`config.mk`:
```
export PLATFORM = sky130hd
export DESIGN_NAME = toggle_counter
export DESIGN_NICKNAME = d
export VERILOG_FILES = /design/src/rtl/toggle_counter.sv
export SDC_FILE = /design/constraint.sdc
export NUM_CORES = 1
export LEC_CHECK = 0
export CORE_MARGIN = 2
export CORE_UTILIZATION = 47
export DETAILED_ROUTE_END_ITERATION = 7
export PLACE_DENSITY_LB_ADDON = 0.1
export SLEW_MARGIN = 40
export SYNTH_ARGS = -nofsm -noshare
export SYNTH_HDL_FRONTEND = slang
export SYNTH_SLANG_ARGS = --single-unit
```
`constraint.sdc`:
```
create_clock -name clk -period 2.5 [get_ports clk]
set_clock_uncertainty 0.05 [all_clocks]
set_input_delay 0.5 -clock clk [delete_from_list [all_inputs] [get_ports clk]]
set_output_delay 0.5 -clock clk [all_outputs]
set_load 0.005 [all_outputs]
```
`src/rtl/toggle_counter.sv`:
```
// Purpose: WIDTH-bit register with a per-bit toggle bank, up/down counting, parallel load and boundary flags.
// Latency: one cycle; q, qbar, tc and ovf are all flop outputs and change on the rising edge after the inputs.
// Backpressure: none; en gates mode updates, load overrides en/mode, and rst overrides everything.
module toggle_counter #(
    parameter int unsigned     WIDTH    = 8,
    parameter longint unsigned MAX_VAL  = (64'd1 << WIDTH) - 64'd1,
    parameter bit              SATURATE = 1'b0
) (
    input  logic             clk,
    input  logic             rst,
    input  logic             en,
    input  logic [1:0]       mode,
    input  logic [WIDTH-1:0] t,
    input  logic             load,
    input  logic [WIDTH-1:0] load_val,
    output logic [WIDTH-1:0] q,
    output logic [WIDTH-1:0] qbar,
    output logic             tc,
    output logic             ovf
);

    typedef enum logic [1:0] {
        MODE_HOLD   = 2'b00,
        MODE_TOGGLE = 2'b01,
        MODE_UP     = 2'b10,
        MODE_DOWN   = 2'b11
    } mode_e;

    // Largest value representable in WIDTH bits, kept in 64 bits so WIDTH=32 does not overflow.
    localparam longint unsigned FULL_MAX   = (64'd1 << WIDTH) - 64'd1;
    // When the ceiling is the full range nothing can sit above it, so the above-ceiling compares vanish.
    localparam bit              FULL_RANGE = (MAX_VAL == FULL_MAX);
    localparam logic [WIDTH-1:0] MAX_Q     = MAX_VAL[WIDTH-1:0];
    localparam logic [WIDTH-1:0] ONE_Q     = WIDTH'(1);

    // Reject parameter sets that cannot be built.
    generate
        if (WIDTH < 1 || WIDTH > 32) begin : g_bad_width
            $error("toggle_counter: WIDTH must be in 1..32");
        end
        if (MAX_VAL == 64'd0 || MAX_VAL > FULL_MAX) begin : g_bad_max
            $error("toggle_counter: MAX_VAL must satisfy 0 < MAX_VAL <= 2**WIDTH-1");
        end
    endgenerate

    logic [WIDTH-1:0] q_nxt;
    logic             tc_nxt;
    logic             ovf_nxt;
    logic             q_above_max;    // q > MAX_VAL, only reachable through the toggle bank
    logic             q_below_max;    // q < MAX_VAL, room left to count up
    logic             q_is_zero;
    logic             lv_above_max;   // load data needs clamping to the ceiling
    logic [WIDTH-1:0] load_clamped;
    logic [WIDTH-1:0] up_wrap_val;    // value taken on the up-boundary event
    logic [WIDTH-1:0] dn_wrap_val;    // value taken on the down-boundary event
    mode_e            mode_sel;

    // Unsigned ceiling compares; tied off when the ceiling covers the whole register range.
    generate
        if (FULL_RANGE) begin : g_full_range
            assign q_above_max  = 1'b0;
            assign lv_above_max = 1'b0;
        end else begin : g_part_range
            assign q_above_max  = (q > MAX_Q);
            assign lv_above_max = (load_val > MAX_Q);
        end
    endgenerate

    assign q_below_max  = (q < MAX_Q);
    assign q_is_zero    = (q == '0);
    assign load_clamped = lv_above_max ? MAX_Q : load_val;
    assign up_wrap_val  = SATURATE ? MAX_Q : '0;
    assign dn_wrap_val  = SATURATE ? '0 : MAX_Q;
    assign mode_sel     = mode_e'(mode);

    // Next-state decode: load beats en, en gates the mode operation; tc defaults low so it only pulses.
    always_comb begin
        q_nxt   = q;
        tc_nxt  = 1'b0;
        ovf_nxt = ovf;
        if (load) begin
            q_nxt   = load_clamped;
            ovf_nxt = 1'b0;
        end else if (en) begin
            case (mode_sel)
                MODE_TOGGLE: begin
                    // Ceiling deliberately not applied: the toggle bank can push q above MAX_VAL.
                    q_nxt = q ^ t;
                end
                MODE_UP: begin
                    if (q_below_max) begin
                        q_nxt = q + ONE_Q;
                    end else begin
                        q_nxt   = up_wrap_val;
                        tc_nxt  = 1'b1;
                        ovf_nxt = 1'b1;
                    end
                end
                MODE_DOWN: begin
                    if (q_above_max) begin
                        // Pull an out-of-range value back to the ceiling; not a boundary event.
                        q_nxt = MAX_Q;
                    end else if (!q_is_zero) begin
                        q_nxt = q - ONE_Q;
                    end else begin
                        q_nxt   = dn_wrap_val;
                        tc_nxt  = 1'b1;
                        ovf_nxt = 1'b1;
                    end
                end
                default: begin
                    q_nxt = q;
                end
            endcase
        end
    end

    // State and complement registers; qbar gets its own flop so it carries no inverter after the q flop.
    always_ff @(posedge clk or posedge rst) begin
        if (rst) begin
            q    <= '0;
            qbar <= '1;
        end else begin
            q    <= q_nxt;
            qbar <= ~q_nxt;
        end
    end

    // Terminal-count pulse and sticky boundary flag registers.
    always_ff @(posedge clk or posedge rst) begin
        if (rst) begin
            tc  <= 1'b0;
            ovf <= 1'b0;
        end else begin
            tc  <= tc_nxt;
            ovf <= ovf_nxt;
        end
    end

endmodule

```
==> impl_results.md, run 1 <==
* Status: completed
* EDFF count, synth at 0
* Final Setup Violations at 0
* Area grow syn2layout at 31.6%
* Post-DRT Antenna Nets at 0
* Die W at between 50 and 60 um
* Dpl ws at about 0.096 ns
* Syn Std Cell Area at between 0.001 and 0.0015 sq mm
* RSZ-0062 raised after global routing: no
* Ys flop type: dfrtp_1
* Dpl cells at around 220
* Total clock sinks at 18
* Layout cells sized above 1 at 0.164
* Vias in the first global route at 1208
* Crit path largest cell delay at just over 0.6 ns
* Async SR Flop Fraction at 1.00
* Total die area at about 0.0033 sq mm
* R2R Path End: qbar[6]
* CTS tree: yes
* Combinational share of power at 0.354
* I/O pin count at 40
* Initial drt markers at 21
* Placer Congestion at about 0.87
* Hold slack at approximately 0.48 ns
* Tmin final at between 2 and 2.5 ns
* Rel. slew slack at 0.543
* Number of buffers created by CTS at 3
* Max Fclk at ~480 MHz
* Critical Path, Cell by Cell: clkdlybuf4s50_1 -> buf_4 -> nor2b_1 -> a21oi_1 -> a22oi_1 -> o41ai_1 -> or3_1
* Total power at between 800 and 900 uW
* Yosys cell types at 48
* Internal power at around 600 uW
* Core region area at roughly 0.0027 sq mm
* Ant. Diodes at 0
* Total Routed Length at between 3 and 4 mm
* Overflow after GRT at 0
* Worst setup margin at 0.421 ns
* Vias at 1258
* Sw frac at 0.308
* WP data required at 2.63 ns
* Reg power frac at 0.436
* Worst-path maximum fanout at 11
* R2r setup slk at roughly 0.5 ns
* Port-buffer cells at 39
* FF+latch count, synth at 18
* Hold_buf cts at 0
* GRT Total Usage at 0.210
* Synth Instances at 150
* CP Launch Type: primary input
* Die height at 57.6 um
* Final Hold Violating Endpoints at 0
* Cell Pwr Density at 487 mW/mm^2
* Peak VDD IR at between 300 and 400 uV
* CP startpoint: mode[1]
* Post-synthesis net count at around 180
* Largest net degree at the start of global routing at 19
* Clock-pin transition on the worst setup and hold timing paths at about 0.11 ns
* Starting density of the core at 0.495
* Origin of the worst min-delay path: ovf
* Psw at roughly 270 uW
* Max H-tree Level at 1
* Worst Hold Class: reg2reg
* Vias per cell at 5.72
* Root buffer cell: clkbuf_4
* Non-filler cells in the finished layout at 220
* Clock power frac at 0.211
* Final period util at 0.832
* Leak at 0.000711 uW
* CP arrival at approximately 2.2 ns
* Reg2reg start: q[2]
* Clock Tree Buf Depth at 2
* Setup TNS at 0 ns
* Seq/Total Area, Yosys at 0.340
* Post CTS Setup Buffer Count at 0
* MaxCap Viol Count at 0
* Routed wire per std cell at around 15 um
* Post-cts resize count at 0
* Yosys warns at 0
* End of the critical path: q[5]
* Crit path kind: in2reg
* Mean Syn Cell Area at 9.02 sq um
* Worst-case reg-to-reg path depth at 4
* Remaining DRCs at 0
* Slew Viols, Final at 0
* Drt first pass iters at 4
* Slowest cell on crit path: clkdlybuf4s50_1
* Initial antenna violation count at 0
* Hpwl dp at about 2.5 mm
* Worst-Margin Slew at between 0.6 and 0.7 ns
* Num rows at 19
* First-pass GRT wire length at between 5 and 6 mm
* Clk_lat worst skew at just under 0.3 ns
* Critical Path Sink Type: register
* NumNets Final at ~220
area by class of cell:
type	instances	area, sq um
well taps	31	38.8
inverters	5	18.8
repair buffers	47	450
multi-input cells	115	776
clock buffers	4	36.3
flip-flops and latches	18	460
fillers	244	953
power by group through the flow:
stage	Sequential [uW]	Combinational (uW)	Clock [uW]
finish	377	306	183
global route	383	338	205
CTS	377	309	186
detailed placement	383	308	0
global placement	381	303	0
floorplan	362	202	0
per-stage QoR:
step / utilization / instance area (sq um)
5_1_grt: 0.651 / 1780
2_1_floorplan: - / 1350
3_5_place_dp: 0.638 / 1740
4_1_cts: 0.651 / 1780
3_3_place_gp: 0.638 / 1740
6_report: 0.651 / 1780
worst min-delay path by stage:
stage	end	depth (start not counted)
floorplan	async pin	1
global route	ovf	2
CTS	ovf	2
global placement	ovf	2
finish	ovf	2
detailed placement	ovf	2
state kept, by name, indices dropped and copies added, names as in the netlist, named ones only:
signal,count
qbar,8
tc,1
ovf,1
q,7
cell usage in the layout (no fill, tap or decap), types with 2 or more instances in the layout:
master           instances
o211ai_1                 2
xnor2_1                  9
o31a_1                   2
mux2i_1                  4
nand3_1                  5
dfstp_2                  8
xor2_1                   4
a22oi_1                  2
a21oi_1                  9
o21ai_0                  6
nand2_1                 12
o31ai_1                  3
dfrtp_1                 10
a31oi_1                  2
nor3b_1                  3
clkdlybuf4s50_1         39
nor2_1                  15
nor3_1                   3
nor2b_1                  2
a31o_1                   2
buf_4                    8
o21bai_1                 2
inv_1                    5
clkbuf_4                 3
ha_1                     3
or3_1                    4
nor4_1                   2
cells in the mapped netlist, types with 4 or more instances:
cell type	n	area (sq um)
nand2_1	12	45.0
mux2i_1	4	40.0
nor2_1	15	56.3
buf_6	6	67.6
a21oi_1	9	45.0
dfrtp_1	10	250
xor2_1	4	35.0
o21ai_0	6	30.0
nand3_1	5	25.0
inv_1	5	18.8
or3_1	4	25.0
xnor2_1	9	78.8
dfstp_2	8	210
kinds of logic after synthesis:
kind of cell    synth area share
simple gates               0.253
compound gates             0.171
flops                      0.340
buf+inv                   0.0860
xor+xnor                  0.0842
mux                       0.0379
fa+ha+maj                 0.0278
metal layers:
layer	vias to the layer above	wire length, um	global-route usage
li1	606	-	-
met1	614	1430	0.268
met2	34	1590	0.359
met3	4	158	0.0335
met4	0	39	0.0764
met5	-	0	0
critical path: cells and delay by family:
kind	cells	cell delay, ns
AO/OA/AOI/OAI	3	0.35
buffers and inverters	2	0.88
AND/OR/NAND/NOR	2	0.48
No activity file was read; power rests on OpenSTA's default activity.
==> inputs of run 2 (changes only) <==
==> constraint.sdc (replaced) <==
create_clock -name clk -period 2.2 [get_ports clk]
set_clock_uncertainty 0.05 [all_clocks]
set_input_delay 0.44 -clock clk [delete_from_list [all_inputs] [get_ports clk]]
set_output_delay 0.44 -clock clk [all_outputs]
set_load 0.005 [all_outputs]
==> run 2 against run 1 <==
  * Sequential power grew 12%
  * Count of clock-buffer cells in the layout is the same
  * Largest power group unchanged
  * Non-clock buffer count grew 9
  * Flip-flop and latch count is the same
==> impl_results.md, run 2 (synthesized netlist as in run 1, its figures left out) <==
* Status: completed (unchanged)
* Final Instance Area at 0.00185 sq mm (was 0.00178 sq mm)
* MaxCap Viol Count at 0 (unchanged)
* Placer Congestion at 0.892 (was 0.866)
* GRT Total Usage at 0.235 (was 0.210)
* Total clock sinks at 18 (unchanged)
* Worst Hold Class: in2async (was reg2reg)
* Overflow after GRT at 0 (unchanged)
* Number of buffers created by CTS at 3 (unchanged)
* Max Fclk at 503 MHz
* Max H-tree Level at 1 (unchanged)
* Most common cell after layout, fill and taps aside: clkdlybuf4s50_1 (unchanged)
* Root buffer cell: clkbuf_4 (unchanged)
* Critical Path Sink Type: register (unchanged)
* Routed wire per std cell at 15.9 um (was 14.6 um)
* Vias in the first global route at 1383 (was 1208)
* Top Registers: qbar x8, q x7 (unchanged)
* Post-DRT Antenna Nets at 0 (unchanged)
* Placed cell areas at 0.00181 sq mm (was 0.00174 sq mm)
* Dpl cells at 225 (was 216)
* CP arrival at 2.19 ns (was 2.21 ns)
* Vias at 1320 (was 1258)
* Fill count at 255 (was 244)
* Tmin final at between 1.5 and 2 ns
* Drt first pass iters at 4 (unchanged)
* Peak VDD IR at 417 uV (was 315 uV)
* Total die area at 0.00332 sq mm (unchanged)
* Most flops, register: qbar (unchanged)
* CTS tree: yes (unchanged)
* Post-cts resize count at 0 (unchanged)
* Rel. slew slack at 0.531 (was 0.543)
* Total Routed Length at 3.65 mm (was 3.22 mm)
* NumNets Final at 224 (was 215)
* Cell Pwr Density at 552 mW/mm^2 (was 487 mW/mm^2)
* Clock-pin transition on the worst setup and hold timing paths at 0.11 ns (about the same)
* Largest net degree at the start of global routing at 19 (unchanged)
* Total power at 1020 uW (was 866 uW)
* Vias per cell at 5.76 (was 5.72)
* Core region area at 0.00273 sq mm (unchanged)
* Die W at 57.6 um (unchanged)
* Post CTS Setup Buffer Count at 0 (unchanged)
* Area grow syn2layout at 36.6% (was 31.6%)
* Non-filler cells in the finished layout at 229 (was 220)
* Num rows at 19 (unchanged)
* Final Hold Violating Endpoints at 0 (unchanged)
* Slew Viols, Final at 0 (unchanged)
* Hold slack at 0.478 ns (was 0.476 ns)
* Ant. Diodes at 0 (unchanged)
* Die height at 57.6 um (unchanged)
* Dpl ws at -0.00307 ns (was 0.0962 ns)
* Final period util at 0.903
* Remaining DRCs at 0 (unchanged)
* Final Setup Violations at 0 (unchanged)
* Leak at 0.000754 uW (was 0.000711 uW)
* Worst setup margin at 0.214 ns (was 0.421 ns)
* Worst-path maximum fanout at 6 (was 11)
* Worst-Margin Slew at 0.702 ns (was 0.685 ns)
* Initial antenna violation count at 0 (unchanged)
* First-pass GRT wire length at 6.07 mm (was 5.45 mm)
* Crit path kind: reg2reg (was in2reg)
* I/O pin count at 40 (unchanged)
* Layout cells sized above 1 at 0.202 (was 0.164)
* Clk_lat worst skew at 0.30 ns (was 0.29 ns)
* Starting density of the core at 0.495 (unchanged)
* Port-buffer cells at 39 (unchanged)
* Commonest cells after routing, fill and taps aside: clkdlybuf4s50_1 (39), buf_4 (17), nor2_1 (15) (was clkdlybuf4s50_1 (39), nor2_1 (15), nand2_1 (12))
* WP data required at 2.40 ns (was 2.63 ns)
* CP Launch Type: register (was primary input)
* Max reg flops at 8 (unchanged)
* RSZ-0062 raised after global routing: no (unchanged)
* Initial drt markers at 39 (was 21)
* Hold_buf cts at 0 (unchanged)
* Hpwl dp at 2.82 mm (was 2.50 mm)
* Clock Tree Buf Depth at 2 (unchanged)
## run 2: worst max-delay path: stages, from the launching register on
cell and delay, ns:
dfrtp_1 0.40, inv_1 0.10, ha_1 0.17, or4b_4 0.48, nor4_4 0.33, nor4_1 0.13, o211ai_1 0.12, and2_1 0.15
## run 2: area by class of cell
class                   instances  area (sq um)  area share
flip-flops and latches         18           460       0.249
well taps                      31          38.8      0.0210
repair buffers                 56           518       0.280
clock buffers                   4          36.3      0.0196
inverters                       5          18.8      0.0102
multi-input cells             115           776       0.420
## run 2: worst paths after layout
kind	start	endpoint	slack, ns	cells after the start
max in group asynchronous	rst	ovf	1.17	2
min	rst	q[2]	0.48	2
min in group clk	ovf	ovf	0.48	2
max reg2reg	q[0]	register	0.21	7
min reg2reg	ovf	ovf	0.48	2
max	q[0]	register	0.21	7
## run 2: metrics by stage
| stage | TNS, ns | util |
|---|---|---|
| floorplan | 0 | - |
| CTS | 0 | 0.676 |
| global route | 0 | 0.676 |
| finish | 0 | 0.676 |
| detailed placement | -0.00307 | 0.663 |
| global placement | 0 | 0.663 |
## run 2: power breakdown
group          total, uW  switching [uW]  leakage [uW]  internal (uW)
Sequential           421            41.0      0.000207            380
Clock                214             113     0.0000210            101
Combinational        385             168      0.000527            217
## run 2: routing by layer
metal  part of all wire  up-vias  GRT usage  wire (um)
met1               0.41      635      0.286       1510
li1                   -      628          -          -
met5                  0        -          0          0
met3              0.058        7     0.0379        210
met4              0.018        0      0.123         65
met2               0.51       50      0.399       1860
==> RTL change 1: new RTL, config.mk and constraints of run 2 <==
Change the parameter `WIDTH` from 8 to 6.
--- a/src/rtl/toggle_counter.sv
+++ b/src/rtl/toggle_counter.sv
@@ -2,7 +2,7 @@
 // Latency: one cycle; q, qbar, tc and ovf are all flop outputs and change on the rising edge after the inputs.
 // Backpressure: none; en gates mode updates, load overrides en/mode, and rst overrides everything.
 module toggle_counter #(
-    parameter int unsigned     WIDTH    = 8,
+    parameter int unsigned     WIDTH    = 6,
     parameter longint unsigned MAX_VAL  = (64'd1 << WIDTH) - 64'd1,
     parameter bit              SATURATE = 1'b0
 ) (
Ports: changed (resized load_val, q, qbar and t); port bits go from 40 to 32. The function was not compared with the original's and may differ.
==> RTL change 1 against run 2 <==
  * Count of clock-buffer cells in the layout is the same
  * Synthesized area is 24% lower
  * Total power decreased by 22%
  * Maximum frequency decreased by 3.0%
  * Via count shrank 26%
  * Worst setup slack worse by 0.062 ns
  * Sequential cell count fell by 4
  * Largest cell class unchanged
  * Design area shrank 25%
  * Wire length fell by 35%
  * Clock power shrank 17%
==> RTL change 1: results (changes against run 2) <==
Finish
  – # nets final: 159 (was 224)
  – Number of fill cells: 178 (was 255)
  – Fraction of layout cells with a size suffix above 1: 18.2% (was 20.2%)
  – Largest regs: qbar x6, q x5 (was qbar x8, q x7)
  – Diode count: 0 (unchanged)

Placement
  – Routability Congestion: 0.865 (was 0.892)
  – Detail Placement HPWL: 1850 um (was 2820 um)
  – Port Buffer Count: 31 (was 39)

Clock network
  – Worst skew pair latency: 0.28 ns (was 0.30 ns)
  – Cts repair resizes: 0 (unchanged)
  – CTS root buffer: clkbuf_4 (unchanged)
  – Post-CTS setup buffer count: 0 (unchanged)
  – CTS clk-pin slew, worst paths: 0.07 ns (was 0.11 ns)
  – Num CTS Buffers: 3 (unchanged)
  – H-tree depth: 1 (unchanged)
  – Longest Clk Path Bufs: 2 (unchanged)

Global routing
  – Antenna violations before repair: 0 (unchanged)
  – GRT Total Usage: 20.3% (was 23.5%)
  – Largest net degree at the start of global routing: 15 (was 19)
  – First-pass GRT wire length: 3910 um (was 6070 um)
  – Vias in the first global route: 893 (was 1383)

Critical path
  – Worst Path Max Fanout: 12 (was 6)
  – Worst EP arrival: 1.56 ns (was 2.19 ns)
  – Worst stage delay on the critical path: 0.68 ns (was 0.48 ns)
  – Delay-heaviest family, CP: flip-flops (was simple AND/OR/NAND/NOR gates)
  – Slowest CP cell: dfrtp_1 (was or4b_4)

Routing
  – Pre-antenna DRT Iters: 4 (unchanged)
  – Via density: 5.93 (was 5.76)
  – Initial drt markers: 23 (was 39)
  – WL final: 2360 um (was 3650 um)

Yosys
  – Most used flip-flop cell after synthesis: dfrtp_1 (unchanged)
  – Top post-synthesis cells by count: 8 x dfrtp_1, 6 x a21oi_1, 6 x dfstp_2, 6 x inv_1, 6 x o21ai_1 (was 15 x nor2_1, 12 x nand2_1, 10 x dfrtp_1)
  – Part of the Yosys area used for sequential elements: 34.8% (was 34.0%)
  – Ys Warns: 0 (unchanged)
  – Top post-synthesis cells by area: dfrtp_1 19%, dfstp_2 15%, xnor2_1 4.3%, ha_1 3.6%, xor2_1 3.4% (was dfrtp_1 19%, dfstp_2 16%, xnor2_1 5.8%, buf_6 5.0%, nor2_1 4.2%)
  – Unique masters post-synth: 47 (was 48)
  – Ys async rst share: 100% (unchanged)
  – Syn Nets: 126 (was 175)

Power and ir drop
  – Peak supply drop: 0.585 mV (was 0.417 mV)
  – P_leak: 0.562 nW (was 0.754 nW)

STA
  – Hold Fails Final Rpt: 0 (unchanged)
  – Measured slew at the worst slew-check pin: 0.530 ns (was 0.702 ns)
  – Slew Viols, Final: 0 (unchanged)

Worst hold path
  – Worst Hold Class: in -> async (unchanged)

Die
  – Initial Utilization: 50.9% (was 49.5%)

Status
  – Status: finished, final reports clean (unchanged)
[RTL change 1: changes by cell type after synthesis, moves of 3 or more]
cell     before  now
a21oi_1       9    6
a31oi_1       2    5
buf_6         6    2
mux2i_1       4    1
nand2_1      12    5
nand3_1       5    1
nor2_1       15    5
nor3b_1       3    0
o21ai_0       6    1
o21ai_1       0    6
or3_1         4    0
xnor2_1       9    5
[RTL change 1: stage by stage]
step	utilization (%)	hold WS (ns)	instances	cell area, um^2	worst slack (ns)
6_report	68.8	0.429	164	1390	0.151
5_1_grt	68.8	0.468	164	1390	0.0451
4_1_cts	68.8	0.432	164	1390	0.144
3_5_place_dp	67.0	0.421	160	1360	0.126
3_3_place_gp	67.0	0.413	160	1360	0.160
2_1_floorplan	-	0.275	105	1030	0.551
[RTL change 1: report_power, final]
group / internal, W / total (W) / switching (W)
clock network: 0.000101 / 0.000178 / 0.0000776
logic: 0.000153 / 0.000269 / 0.000115
registers: 0.000294 / 0.000347 / 0.0000525
[RTL change 1: routing by layer]
layer	global-route usage [%]	wire [um]	part of all wire [%]
met2	34.6	1180	50
met4	4.05	22	0.93
met5	0	0	0
met3	6.25	168	7.1
met1	25.2	993	42
[RTL change 1: path summary, 6_finish.rpt]
path                       from       to  slack, ns  cells after the start
max                        q[2]     q[2]       0.15                      1
min                         rst     q[3]       0.43                      2
max reg2reg                q[1]  qbar[0]       0.35                      5
min reg2reg                 ovf      ovf       0.44                      1
max in group asynchronous   rst  qbar[0]       1.32                      2
min in group clk            ovf      ovf       0.44                      1
[RTL change 1: layout make-up]
type,count,area share [%]
timing repair buffer,35,24.5
sequential,14,25.7
clock buffer,4,2.61
tap,27,2.43
multi-input combinational,77,42.9
inverter,7,1.89
[RTL change 1: kinds of logic after synthesis]
logic type,synth area share [%]
AOI/OAI and AO/OA,28.5
xor gates and xnor gates,7.66
DFF,34.8
adders and majority gates,3.65
muxes,3.53
buffers and inverters,7.18
and+or+nand+nor,14.7
==> RTL change 2: new RTL, config.mk and constraints of run 2 <==
Without the edit above. Register the output `qbar` once more, without a reset; this adds one clock of latency there. The other outputs are not delayed to match. Comments in the files are not updated.
--- a/src/rtl/toggle_counter.sv
+++ b/src/rtl/toggle_counter.sv
@@ -32,6 +32,8 @@
     localparam bit              FULL_RANGE = (MAX_VAL == FULL_MAX);
     localparam logic [WIDTH-1:0] MAX_Q     = MAX_VAL[WIDTH-1:0];
     localparam logic [WIDTH-1:0] ONE_Q     = WIDTH'(1);
+
+    logic [WIDTH-1:0] qbar_s0;
 
     // Reject parameter sets that cannot be built.
     generate
@@ -119,10 +121,10 @@
     always_ff @(posedge clk or posedge rst) begin
         if (rst) begin
             q    <= '0;
-            qbar <= '1;
+            qbar_s0 <= '1;
         end else begin
             q    <= q_nxt;
-            qbar <= ~q_nxt;
+            qbar_s0 <= ~q_nxt;
         end
     end
 
@@ -137,5 +139,9 @@
         end
     end
 
+    always_ff @(posedge clk) begin
+        qbar <= qbar_s0;
+    end
+
 endmodule
 
Function: changed (Yosys sat finds a counterexample within 4 cycles, from zero or initial values and one cycle with rst high).
==> RTL change 2 against run 2 <==
  * Global-route usage is 1.0 points lower
  * Sequential cell count is 8 higher
  * Sequential power grew 48%
  * Register-to-register slack worse by 0.04 ns
  * Worst setup slack got worse by 0.14 ns
  * First-iteration DRC count up 26%
  * Total power is 20% higher
  * Design area grew 9.9%
  * Wire length up 8.9%
  * Worst hold slack got worse by 0.12 ns
  * Synthesized area up 15%
==> RTL change 2: results (changes against run 2) <==
Critical path
  – Reg2Reg Depth: 5 (was 7)
  – Delay-heaviest family, CP: flip-flops (was simple AND/OR/NAND/NOR gates)
  – Critical Path Start: q[2] (was q[0])
  – Worst EP arrival: 1.64 ns (was 2.19 ns)
  – FF-to-FF Start: q[1] (was q[0])
  – R2r setup slk: 0.17 ns (was 0.21 ns)
  – Worst stage delay on the critical path: 0.71 ns (was 0.48 ns)
  – Slowest CP cell: dfrtp_1 (was or4b_4)

Routing
  – Wl on met1: 1820 um (was 1510 um)
  – Routed wl met2: 1850 um (was 1860 um)
  – WL final: 3970 um (was 3650 um)
  – Via density: 5.80 (was 5.76)
  – Initial drt markers: 49 (was 39)

Finish
  – Largest regs: qbar x8, qbar_s0 x8, q x7 (was qbar x8, q x7)
  – Number of fill cells: 281 (was 255)

Yosys
  – Area share of xor/xnor cells in the synthesized design: 5.62% (was 8.42%)
  – Unique masters post-synth: 57 (was 48)
  – Complex-gate fraction of the synthesized area: 22.2% (was 17.1%)
  – Largest family of logic cells by synthesized area: compound AO/OA/AOI/OAI gates (was simple AND/OR/NAND/NOR gates)
  – Syn Nets: 183 (was 175)
  – Area share of fa/ha/maj cells after synthesis: 2.41% (was 2.78%)
  – Post-synthesis mux area share: 2.01% (was 3.79%)
  – Ys async rst share: 69.2% (was 100%)

Power and ir drop
  – Psw: 0.000371 W (was 0.000322 W)
  – P_leak: 0.775 nW (was 0.754 nW)
  – Peak supply drop: 0.282 mV (was 0.417 mV)

Clock network
  – CTS clk-pin slew, worst paths: 0.14 ns (was 0.11 ns)
  – Worst skew pair latency: 0.32 ns (was 0.30 ns)

Global routing
  – Met2 usage: 36.2% (was 39.9%)
  – First-pass GRT wire length: 6190 um (was 6070 um)
  – Met1 usage: 30.8% (was 28.6%)
  – Met3 Use GR: 2.73% (was 3.79%)

STA
  – Measured slew at the worst slew-check pin: 0.718 ns (was 0.702 ns)
  – Max Freq: 470 MHz (was 503 MHz)
  – Hold slack: 0.355 ns (was 0.478 ns)

Placement
  – Dpl cell area: 0.00199 mm^2 (was 0.00181 mm^2)
  – Detail Placement HPWL: 3060 um (was 2820 um)

Status
  – Status: finished, final reports clean (unchanged)
RTL change 2: layout make-up:
cell class	count	area share, %
flip-flops and latches	26	30.6
multi-input cells	113	41.2
clock buffers	4	1.79
inverters	8	1.48
well taps	44	2.71
repair buffers	47	22.2
RTL change 2: timing repair:
item,CTS,global route
hold buffers,0,0
endpoints found under the setup margin,0,1
resized for setup,0,1
RTL change 2: through the flow:
step	util, %	std cells
5_1_grt	65.4	242
6_report	65.4	242
3_5_place_dp	64.2	238
4_1_cts	65.4	242
2_1_floorplan	-	158
3_3_place_gp	64.2	238
RTL change 2: power groups by stage:
stage / combinational, W / sequential (W) / clock (W)
after floorplan: 0.000235 / 0.000582 / 0
after global placement: 0.000348 / 0.000623 / 0
after detailed placement: 0.000354 / 0.000628 / 0
after CTS: 0.000356 / 0.000619 / 0.000246
after global routing: 0.000388 / 0.000629 / 0.000268
final: 0.000356 / 0.000621 / 0.000242
